[src/rtl/n_bitadder_pkg.sv]
// Shared definitions for the chunked serial subtractor: FSM state
// encoding, default operand/chunk widths and a small sizing helper.
package n_bitadder_pkg;

    typedef enum logic [1:0] {
        IDLE = 2'd0,
        RUN  = 2'd1,
        DONE = 2'd2
    } state_t;

    localparam int DEFAULT_N     = 32;
    localparam int DEFAULT_CHUNK = 4;

    // Number of RUN cycles needed to sweep an n-bit operand c bits at a time.
    function automatic int chunkCount(input int n, input int c);
        return n / c;
    endfunction

endpackage

[src/rtl/n_bitsub_chunk.sv]
// One CHUNK-bit slice of a two's-complement subtractor: a + ~b + cin.
// The carry out is the inverse of the borrow out of this slice.
module n_bitsub_chunk #(
    parameter int W = 4
) (
    input  logic [W-1:0] a,
    input  logic [W-1:0] b,
    input  logic         cin,
    output logic [W-1:0] diff,
    output logic         cout
);

    logic [W:0] sum;

    // Widen by one bit so the top bit of the sum carries into the next slice.
    always_comb begin
        sum  = {1'b0, a} + {1'b0, ~b} + {{W{1'b0}}, cin};
        diff = sum[W-1:0];
        cout = sum[W];
    end

endmodule

[src/rtl/n_bitsubtractor.sv]
// Multi-cycle N-bit subtractor: answer = input1 - input2 (mod 2^N),
// computed CHUNK bits per clock with a valid/ready handshake on both sides.
// Optional signed-overflow output enabled by defining N_BITSUB_OVF_EN.
// N must be an integer multiple of CHUNK.
module n_bitsubtractor
    import n_bitadder_pkg::*;
#(
    parameter int N     = DEFAULT_N,
    parameter int CHUNK = DEFAULT_CHUNK
) (
    input  logic         clk,
    input  logic         rst,
    input  logic         in_valid,
    output logic         in_ready,
    input  logic [N-1:0] input1,
    input  logic [N-1:0] input2,
    output logic         out_valid,
    input  logic         out_ready,
    output logic [N-1:0] answer,
    output logic         borrow
`ifdef N_BITSUB_OVF_EN
    ,
    output logic         ovf
`endif
);

    localparam int NumChunks = chunkCount(N, CHUNK);
    localparam int IdxW      = (NumChunks > 1) ? $clog2(NumChunks) : 1;
    localparam logic [IdxW-1:0] LastIdx = IdxW'(NumChunks - 1);

    state_t          state_q;
    logic [N-1:0]    opA_q;
    logic [N-1:0]    opB_q;
    logic [N-1:0]    answer_q;
    logic [IdxW-1:0] chunkIdx_q;
    logic            carry_q;
    logic            outValid_q;
    logic            borrow_q;
    logic            borrow_d;

    logic [CHUNK-1:0] chunkA;
    logic [CHUNK-1:0] chunkB;
    logic [CHUNK-1:0] chunkDiff;
    logic             chunkCout;
    logic             lastChunk;

    // Select the operand slices addressed by the current chunk index.
    always_comb begin
        chunkA    = opA_q[int'(chunkIdx_q) * CHUNK +: CHUNK];
        chunkB    = opB_q[int'(chunkIdx_q) * CHUNK +: CHUNK];
        lastChunk = (chunkIdx_q == LastIdx);
        borrow_d  = ~chunkCout;
    end

    n_bitsub_chunk #(
        .W (CHUNK)
    ) u_chunk (
        .a    (chunkA),
        .b    (chunkB),
        .cin  (carry_q),
        .diff (chunkDiff),
        .cout (chunkCout)
    );

`ifdef N_BITSUB_OVF_EN
    logic ovf_q;
    logic ovf_d;

    // Signed overflow: operands of opposite sign and the result sign differs
    // from the minuend; the result sign bit comes out of the last slice.
    always_comb begin
        ovf_d = (opA_q[N-1] != opB_q[N-1]) && (chunkDiff[CHUNK-1] != opA_q[N-1]);
    end

    assign ovf = ovf_q;
`endif

    // Single FSM: accept operands, sweep chunks LSB first, hold result until taken.
    always_ff @(posedge clk) begin
        if (rst) begin
            state_q    <= IDLE;
            opA_q      <= '0;
            opB_q      <= '0;
            answer_q   <= '0;
            chunkIdx_q <= '0;
            carry_q    <= 1'b0;
            outValid_q <= 1'b0;
            borrow_q   <= 1'b0;
`ifdef N_BITSUB_OVF_EN
            ovf_q      <= 1'b0;
`endif
        end else begin
            case (state_q)
                IDLE: begin
                    if (in_valid) begin
                        opA_q      <= input1;
                        opB_q      <= input2;
                        chunkIdx_q <= '0;
                        carry_q    <= 1'b1;
                        state_q    <= RUN;
                    end
                end
                RUN: begin
                    answer_q[int'(chunkIdx_q) * CHUNK +: CHUNK] <= chunkDiff;
                    carry_q    <= chunkCout;
                    chunkIdx_q <= chunkIdx_q + 1'b1;
                    if (lastChunk) begin
                        chunkIdx_q <= '0;
                        borrow_q   <= borrow_d;
                        outValid_q <= 1'b1;
                        state_q    <= DONE;
`ifdef N_BITSUB_OVF_EN
                        ovf_q      <= ovf_d;
`endif
                    end
                end
                DONE: begin
                    if (out_ready) begin
                        outValid_q <= 1'b0;
                        state_q    <= IDLE;
                    end
                end
                default: begin
                    state_q <= IDLE;
                end
            endcase
        end
    end

    assign in_ready  = (state_q == IDLE) && !rst;
    assign out_valid = outValid_q;
    assign answer    = answer_q;
    assign borrow    = borrow_q;

endmodule

[config.mk]
export PLATFORM = sky130hd
export DESIGN_NAME = n_bitsubtractor
export DESIGN_NICKNAME = d
export VERILOG_FILES = /design/src/rtl/n_bitadder_pkg.sv /design/src/rtl/n_bitsub_chunk.sv /design/src/rtl/n_bitsubtractor.sv
export SDC_FILE = /design/constraint.sdc
export NUM_CORES = 1
export LEC_CHECK = 0
export CAP_MARGIN = 10
export CORE_ASPECT_RATIO = 1.5
export CORE_MARGIN = 1
export CORE_UTILIZATION = 56
export CTS_BUF_LIST = sky130_fd_sc_hd__clkbuf_8
export DETAILED_ROUTE_END_ITERATION = 7
export PLACE_DENSITY = 0.88
export SYNTH_ARGS = -nofsm -noshare
export SYNTH_HDL_FRONTEND = slang
export SYNTH_SLANG_ARGS = --single-unit
[constraint.sdc]
create_clock -name clk -period 7.9 [get_ports clk]
set_clock_uncertainty 0.15 [all_clocks]
set_input_delay 1.58 -clock clk [delete_from_list [all_inputs] [get_ports clk]]
set_output_delay 1.58 -clock clk [all_outputs]
set_load 0.005 [all_outputs]
==> results of run 1 <==
cells in the mapped netlist, drive strengths merged:
library cell	n
a211oi	4
a21oi	73
a311oi	1
a31oi	2
and2	3
and3	1
buf	15
clkbuf	19
dfxtp	104
fa	2
ha	10
inv	6
mux2i	20
mux4	16
nand2	153
nand2b	7
nand3	4
nand3b	7
nand4	3
nor2	39
nor2b	2
nor3	2
nor3b	3
nor4	1
nor4b	1
o21ai	2
o22ai	2
o41ai	6
or3	1
or3b	4
xnor2	2
xor2	1
how the worst max path moves through the flow:
stage | from | to | slack, ps | depth (start not counted)
final | rst | in_ready | 3170 | 3
after global routing | rst | in_ready | 3060 | 3
after CTS | rst | in_ready | 3180 | 3
after detailed placement | rst | in_ready | 3180 | 3
after global placement | rst | in_ready | 3250 | 3
after floorplan | rst | in_ready | 4260 | 2
cell usage in the layout (no fill, tap or decap), drive strengths merged:
| master | Yosys | layout |
|---|---|---|
| mux4 | 16 | 16 |
| nand3b | 7 | 7 |
| clkbuf | 19 | 11 |
| and2 | 3 | 3 |
| or3 | 1 | 1 |
| nor4b | 1 | 1 |
| a211oi | 4 | 4 |
| o21ai | 2 | 2 |
| nor2 | 39 | 39 |
| bufinv | 0 | 3 |
| inv | 6 | 6 |
| a31oi | 2 | 2 |
| nor2b | 2 | 2 |
| or3b | 4 | 4 |
| xnor2 | 2 | 2 |
| fa | 2 | 2 |
| nand2 | 153 | 153 |
| buf | 15 | 2 |
| o22ai | 2 | 2 |
| clkdlybuf4s50 | 0 | 101 |
| nor3b | 3 | 3 |
| nand2b | 7 | 7 |
| nor3 | 2 | 2 |
| a21oi | 73 | 73 |
| nand3 | 4 | 4 |
| nand4 | 3 | 3 |
| dfxtp | 104 | 104 |
| and3 | 1 | 1 |
| xor2 | 1 | 1 |
| o41ai | 6 | 6 |
| mux2i | 20 | 20 |
| nor4 | 1 | 1 |
| ha | 10 | 10 |
| a311oi | 1 | 1 |
final cells by class:
cell class	count	area (µm²)
fill	579	1940
tap	102	128
multi-input combinational	372	2270
clock inverter	3	90.1
inverter	6	22.5
clock buffer	11	151
sequential	104	2080
timing repair buffer	103	1030
where the power goes:
part           leakage [nW]  switching (mW)  internal [mW]
sequential            0.849          0.0156          0.548
clock                 0.121           0.171          0.224
combinational          1.25          0.0926         0.0831
registers in the layout, summed over array words and instances (netlist names):
register / count
answer: 32
borrow: 1
carry_q: 1
chunkIdx_q: 3
opA_q: 32
opB_q: 32
out_valid: 1
state_q: 2
logic make-up after synthesis:
| kind of cell | share of synthesized area (%) |
|---|---|
| buf+inv | 3.90 |
| xor+xnor | 0.581 |
| flops | 46.1 |
| simple gates | 22.5 |
| mux | 12.4 |
| fa+ha+maj | 3.65 |
| compound gates | 10.9 |
critical path, delay by kind of cell:
family	cells	cell delay, ps
buf+inv	2	1290
simple gates	1	110
stage by stage:
stage	instances	setup WS [ps]	hold WS [ps]	cell area (µm²)
floorplan	516	4260	283	4520
CTS	701	3180	307	5770
global placement	687	3250	290	5520
finish	701	3170	309	5770
global route	701	3060	325	5770
detailed placement	687	3180	294	5520
metal layers:
metal / track usage [%] / wire [µm]
met1: 30.5 / 3960
met2: 48.6 / 5960
met3: 5.75 / 408
met4: 11.9 / 336
met5: 0 / 0
==> flow_summary_export.csv, run 1 <==
group,metric,value,unit
route,wirelength,10.7,mm
cells_and_area,drive_gt1_share,7.01,%
route,firstDrtPassIters,5,
sta,post-route-period-util,59.9,%
die,ioPinCount,103,
placed_design,io_buffers,102,
global_route,grt_max_degree,114,
clocking,cts_resized,0,
synthesis,syn_area_per_cell,8.76,µm²
pwr,power.leakage,2.22,nW
cells_and_area,finish.utilization,74.8,%
global_route,grt_pass1_wl,17.7,mm
synthesis,ys_types,37,
clocking,clockRootBuffer,"clkbuf_8",
critical_path,critPathKind,"in -> out",
clocking,numCtsBuffers,9,
critical_path,r2r_slack,4150,ps
clocking,ctsHtreeMaxLevel,3,
min_path,min_to,"opA_q[29]",
die,row_count,39,
critical_path,worstPathArrival,3000,ps
synthesis,syn_nets,596,
cells_and_area,nets,676,
critical_path,crit-reg2reg-capture,"answer[27]",
critical_path,cp-end-kind,"output port",
clocking,clk_pin_slew,90,ps
die,start_util,58.6,%
die,die_h,112,µm
pwr,p_per_area,197,mW/mm²
critical_path,r2r_start,"chunkIdx_q[0]",
synthesis,synth_top_area_cell,"dfxtp_1",
cells_and_area,n_antenna_cell,0,
route,wl_per_cell,15.2,µm
clocking,cts_hold_buf,0,
sta,hold_violations,0,
pwr,power,1.13,mW
synthesis,synth_area,0.00452,mm²
min_path,worstHoldStart,"opA_q[29]",
sta,tightest_slew,1180,ps
die,die-area,0.00844,mm²
sta,fmax,211,MHz
synthesis,yosysSeqAreaShare,46.1,%
route,drt_iter0_drc,291,
sta,rsz0062_at_grt,"no",
clocking,clockBufferDepth,2,
critical_path,reg2reg_depth,9,
min_path,hp-class,"reg -> reg",
critical_path,path_cells,"buf_4, nor3_1, clkdlybuf4s50_1",
critical_path,cp_slowest_stage_delay,790,ps
sta,setup_viol,0,
min_path,whs_path_depth,2,
global_route,grt_usage,27.4,%
synthesis,synthCells,516,
sta,slew_viol_final,0,
route,vias,3895,
die,coreArea,0.00771,mm²
route,drc_errors,0,
clocking,cts_setup_buffers,0,
clocking,clock_sinks,104,
sta,setup-tns-final,0,ps
critical_path,cpMaxStageDelayCell,"buf_4",
synthesis,yosysTopAreaCellShare,46.1,%
synthesis,ys_seq_elements,104,
clocking,cts_tree,"built",
global_route,grt_remaining_overflow,0,
placed_design,routabilityCongestion,0.826,
critical_path,start_kind,"input port",
route,viasPerCell,5.56,
global_route,first_global_vias,3897,
die,die_x,75.4,µm
critical_path,critPathRequiredTime,6170,ps
synthesis,synth.area.top_cells,"dfxtp_1 46%, nand2_1 13%, a21oi_1 8.1%, mux4_2 8.0%, mux2i_1 4.4%",
sta,relSlewSlack,21.2,%
synthesis,synth_warnings,0,
route,drtAntennaViolNets,0,
placed_design,dpl.hpwl,7.36,mm
pwr,ir_worst_vdd,135,µV
run,maxCapViolCount,0,
sta,finalCriticalPeriod,4730,ps
cells_and_area,syn_to_final_growth,27.5,%
global_route,antenna_found_initial,0,
critical_path,cp_max_fo,113,
status,status,"complete, no violations",
clocking,clock_latency,370,ps
Note: power is estimated with default switching activity, not from simulation.
==> run 2, diff against run 1 <==
--- a/config.mk
+++ b/config.mk
@@ -8,10 +8,10 @@
 export CAP_MARGIN = 10
 export CORE_ASPECT_RATIO = 1.5
 export CORE_MARGIN = 1
-export CORE_UTILIZATION = 56
+export CORE_UTILIZATION = 52
 export CTS_BUF_LIST = sky130_fd_sc_hd__clkbuf_8
 export DETAILED_ROUTE_END_ITERATION = 7
-export PLACE_DENSITY = 0.88
+export PLACE_DENSITY = 0.82
 export SYNTH_ARGS = -nofsm -noshare
 export SYNTH_HDL_FRONTEND = slang
 export SYNTH_SLANG_ARGS = --single-unit
==> constraint.sdc (replaced) <==
create_clock -name clk -period 4.8 [get_ports clk]
set_clock_uncertainty 0.15 [all_clocks]
set_input_delay 0.96 -clock clk [delete_from_list [all_inputs] [get_ports clk]]
set_output_delay 0.96 -clock clk [all_outputs]
set_load 0.005 [all_outputs]
==> run 2 against run 1 <==
  * Largest power group unchanged
  * Setup slack got worse by 1800 ps
  * Critical path type is now reg -> reg
  * Routed wire length down 0.86%
  * Utilization decreased by 6.3 points
  * Via count down 1.1%
  * Power grew 59%
  * Clock power grew 49%
  * Critical path depth increased by 6
  * Sequential power increased by 65%
  * Clock-buffer cell count is 1 lower
  * Worst hold slack better by 2.3 ps
  * Cell count up 1.1%
  * Sequential share of layout area hardly changed
==> flow_summary_export.csv, run 2 (synthesized netlist as in run 1, its figures left out) <==
group,metric,value,unit
critical_path,cp_common_cell,"nand2_1",
clocking,cts_resized,0,
global_route,grt_remaining_overflow,0,
route,viasPerCell,5.43,
placed_design,routabilityCongestion,0.859,
cells_and_area,fill_cells,685,
critical_path,cpMaxStageDelayCell,"dfxtp_1",
critical_path,r2r_start,"chunkIdx_q[0]",
cells_and_area,n_antenna_cell,0,
die,ioPinCount,103,
critical_path,cp_max_fo,21,
run,maxCapViolCount,0,
pwr,power.leakage,2.23,nW
die,row_count,41,
sta,hold_violations,0,
clocking,cts_tree,"built",
sta,post-route-period-util,70.8,%
critical_path,r2r_slack,1400,ps
sta,slew_viol_final,0,
critical_path,crit-reg2reg-capture,"answer[7]",
critical_path,crit_end,"answer[7]",
critical_path,critPathRequiredTime,4860,ps
sta,setup-tns-final,0,ps
min_path,hp-class,"reg -> reg",
cells_and_area,syn_to_final_growth,27.5,%
route,wirelength,10.6,mm
pwr,p_int,1.35,mW
die,die-area,0.00908,mm²
critical_path,reg2reg_depth,9,
global_route,grt_usage,25.0,%
clocking,clock_latency,360,ps
pwr,switching_share,25.4,%
critical_path,cp_slowest_stage_delay,590,ps
die,die_x,78.1,µm
critical_path,path_cells,"buf_4, mux4_2, nand2_1, nand2_1, ha_1, a21oi_1, o21ai_0, xnor2_1, o41ai_1",
route,drtAntennaViolNets,0,
critical_path,start_kind,"flop",
global_route,antenna_found_initial,0,
cells_and_area,layout_commonest_cell,"nand2_1",
pwr,p_comb_share,15.8,%
pwr,pwr-share-seq,51.5,%
sta,setup_viol,0,
sta,fmax,294,MHz
die,start_util,53.7,%
cells_and_area,multiInputGateArea,0.00227,mm²
critical_path,startpoint,"chunkIdx_q[0]",
placed_design,placed_area,0.00555,mm²
clocking,ctsHtreeMaxLevel,3,
critical_path,path_buf_inv,1,
pwr,ir_worst_vdd,254,µV
placed_design,io_buffers,102,
clocking,clockRootBuffer,"clkbuf_8",
critical_path,critPathKind,"reg -> reg",
clocking,numCtsBuffers,9,
die,die_h,116,µm
sta,relSlewSlack,20.9,%
route,wl_per_cell,14.9,µm
pwr,p_per_area,313,mW/mm²
critical_path,cp-end-kind,"flop",
sta,finalCriticalPeriod,3400,ps
sta,rsz0062_at_grt,"no",
cells_and_area,layout_common_cells,"152 x nand2_1, 104 x dfxtp_1, 101 x clkdlybuf4s50_1, 73 x a21oi_1, 39 x nor2_1",
global_route,grt_pass1_wl,17.5,mm
die,coreArea,0.00841,mm²
clocking,clockBufferDepth,2,
pwr,p_switching,0.458,mW
pwr,power_frac_clock,32.7,%
route,firstDrtPassIters,4,
critical_path,worstPathArrival,3450,ps
placed_design,dpl.hpwl,7.68,mm
global_route,grt_max_degree,113,
route,drc_errors,0,
cells_and_area,final_area,0.00576,mm²
critical_path,cp_num_cells,9,
cells_and_area,drive_gt1_share,7.31,%
sta,tightest_slew,1180,ps
clocking,cts_hold_buf,0,
clocking,clock_sinks,104,
cells_and_area,nets,678,
route,drt_iter0_drc,254,
critical_path,path_delay_family,"flip-flops",
cells_and_area,regArea,0.00208,mm²
clocking,cts_setup_buffers,0,
clocking,clk_pin_slew,90,ps
status,status,"complete, no violations",
route,vias,3851,
global_route,first_global_vias,3791,
-- run 2: layer usage --
layer	GRT usage [%]	part of all wire, %	up-vias
met5	0	0	-
met4	12.2	3.5	0
met3	4.53	3.5	25
met2	46.3	55	104
met1	27.3	38	1813
li1	-	-	1909
-- run 2: worst min path at each step --
stage,from,slack [ps],cells past startpoint,to
after floorplan,opA_q[10],280,2,opA_q[10]
after global placement,opB_q[24],290,2,opB_q[24]
after detailed placement,opB_q[11],290,2,opB_q[11]
after CTS,opA_q[15],310,2,opA_q[15]
after global routing,borrow,330,2,borrow
final,opB_q[29],310,2,opB_q[29]
-- run 2: power groups by stage --
| stage | registers [mW] | clock network, mW | logic [mW] |
|---|---|---|---|
| after floorplan | 0.937 | 0 | 0.183 |
| after global placement | 0.946 | 0 | 0.276 |
| after detailed placement | 0.948 | 0 | 0.285 |
| after CTS | 0.928 | 0.598 | 0.287 |
| after global routing | 0.933 | 0.634 | 0.314 |
| final | 0.929 | 0.590 | 0.285 |
-- run 2: stage by stage --
step | utilization [%] | hold WS (ps) | instances | power (mW) | setup WS [ps]
2_1_floorplan | - | 283 | 516 | 1.12 | 1890
3_5_place_dp | 65.9 | 294 | 694 | 1.23 | 1390
5_1_grt | 68.5 | 328 | 709 | 1.88 | 1130
6_report | 68.5 | 311 | 709 | 1.80 | 1400
4_1_cts | 68.5 | 311 | 709 | 1.81 | 1380
3_3_place_gp | 65.9 | 290 | 694 | 1.22 | 1560
-- run 2: layout make-up --
type	count	area share, %
flip-flops and latches	104	36.1
repair buffers	105	18.1
well taps	107	2.32
clock inverters	5	1.41
clock buffers	10	2.39
inverters	6	0.391
multi-input cells	372	39.3
-- run 2: worst register-to-register path: cells and delay by family, from the launching register on --
| family | cells | cell delay (ps) |
|---|---|---|
| xor+xnor | 1 | 560 |
| compound gates | 3 | 500 |
| simple gates | 2 | 140 |
| mux | 1 | 550 |
| buf+inv | 1 | 390 |
| flops | 1 | 590 |
| fa+ha+maj | 1 | 370 |
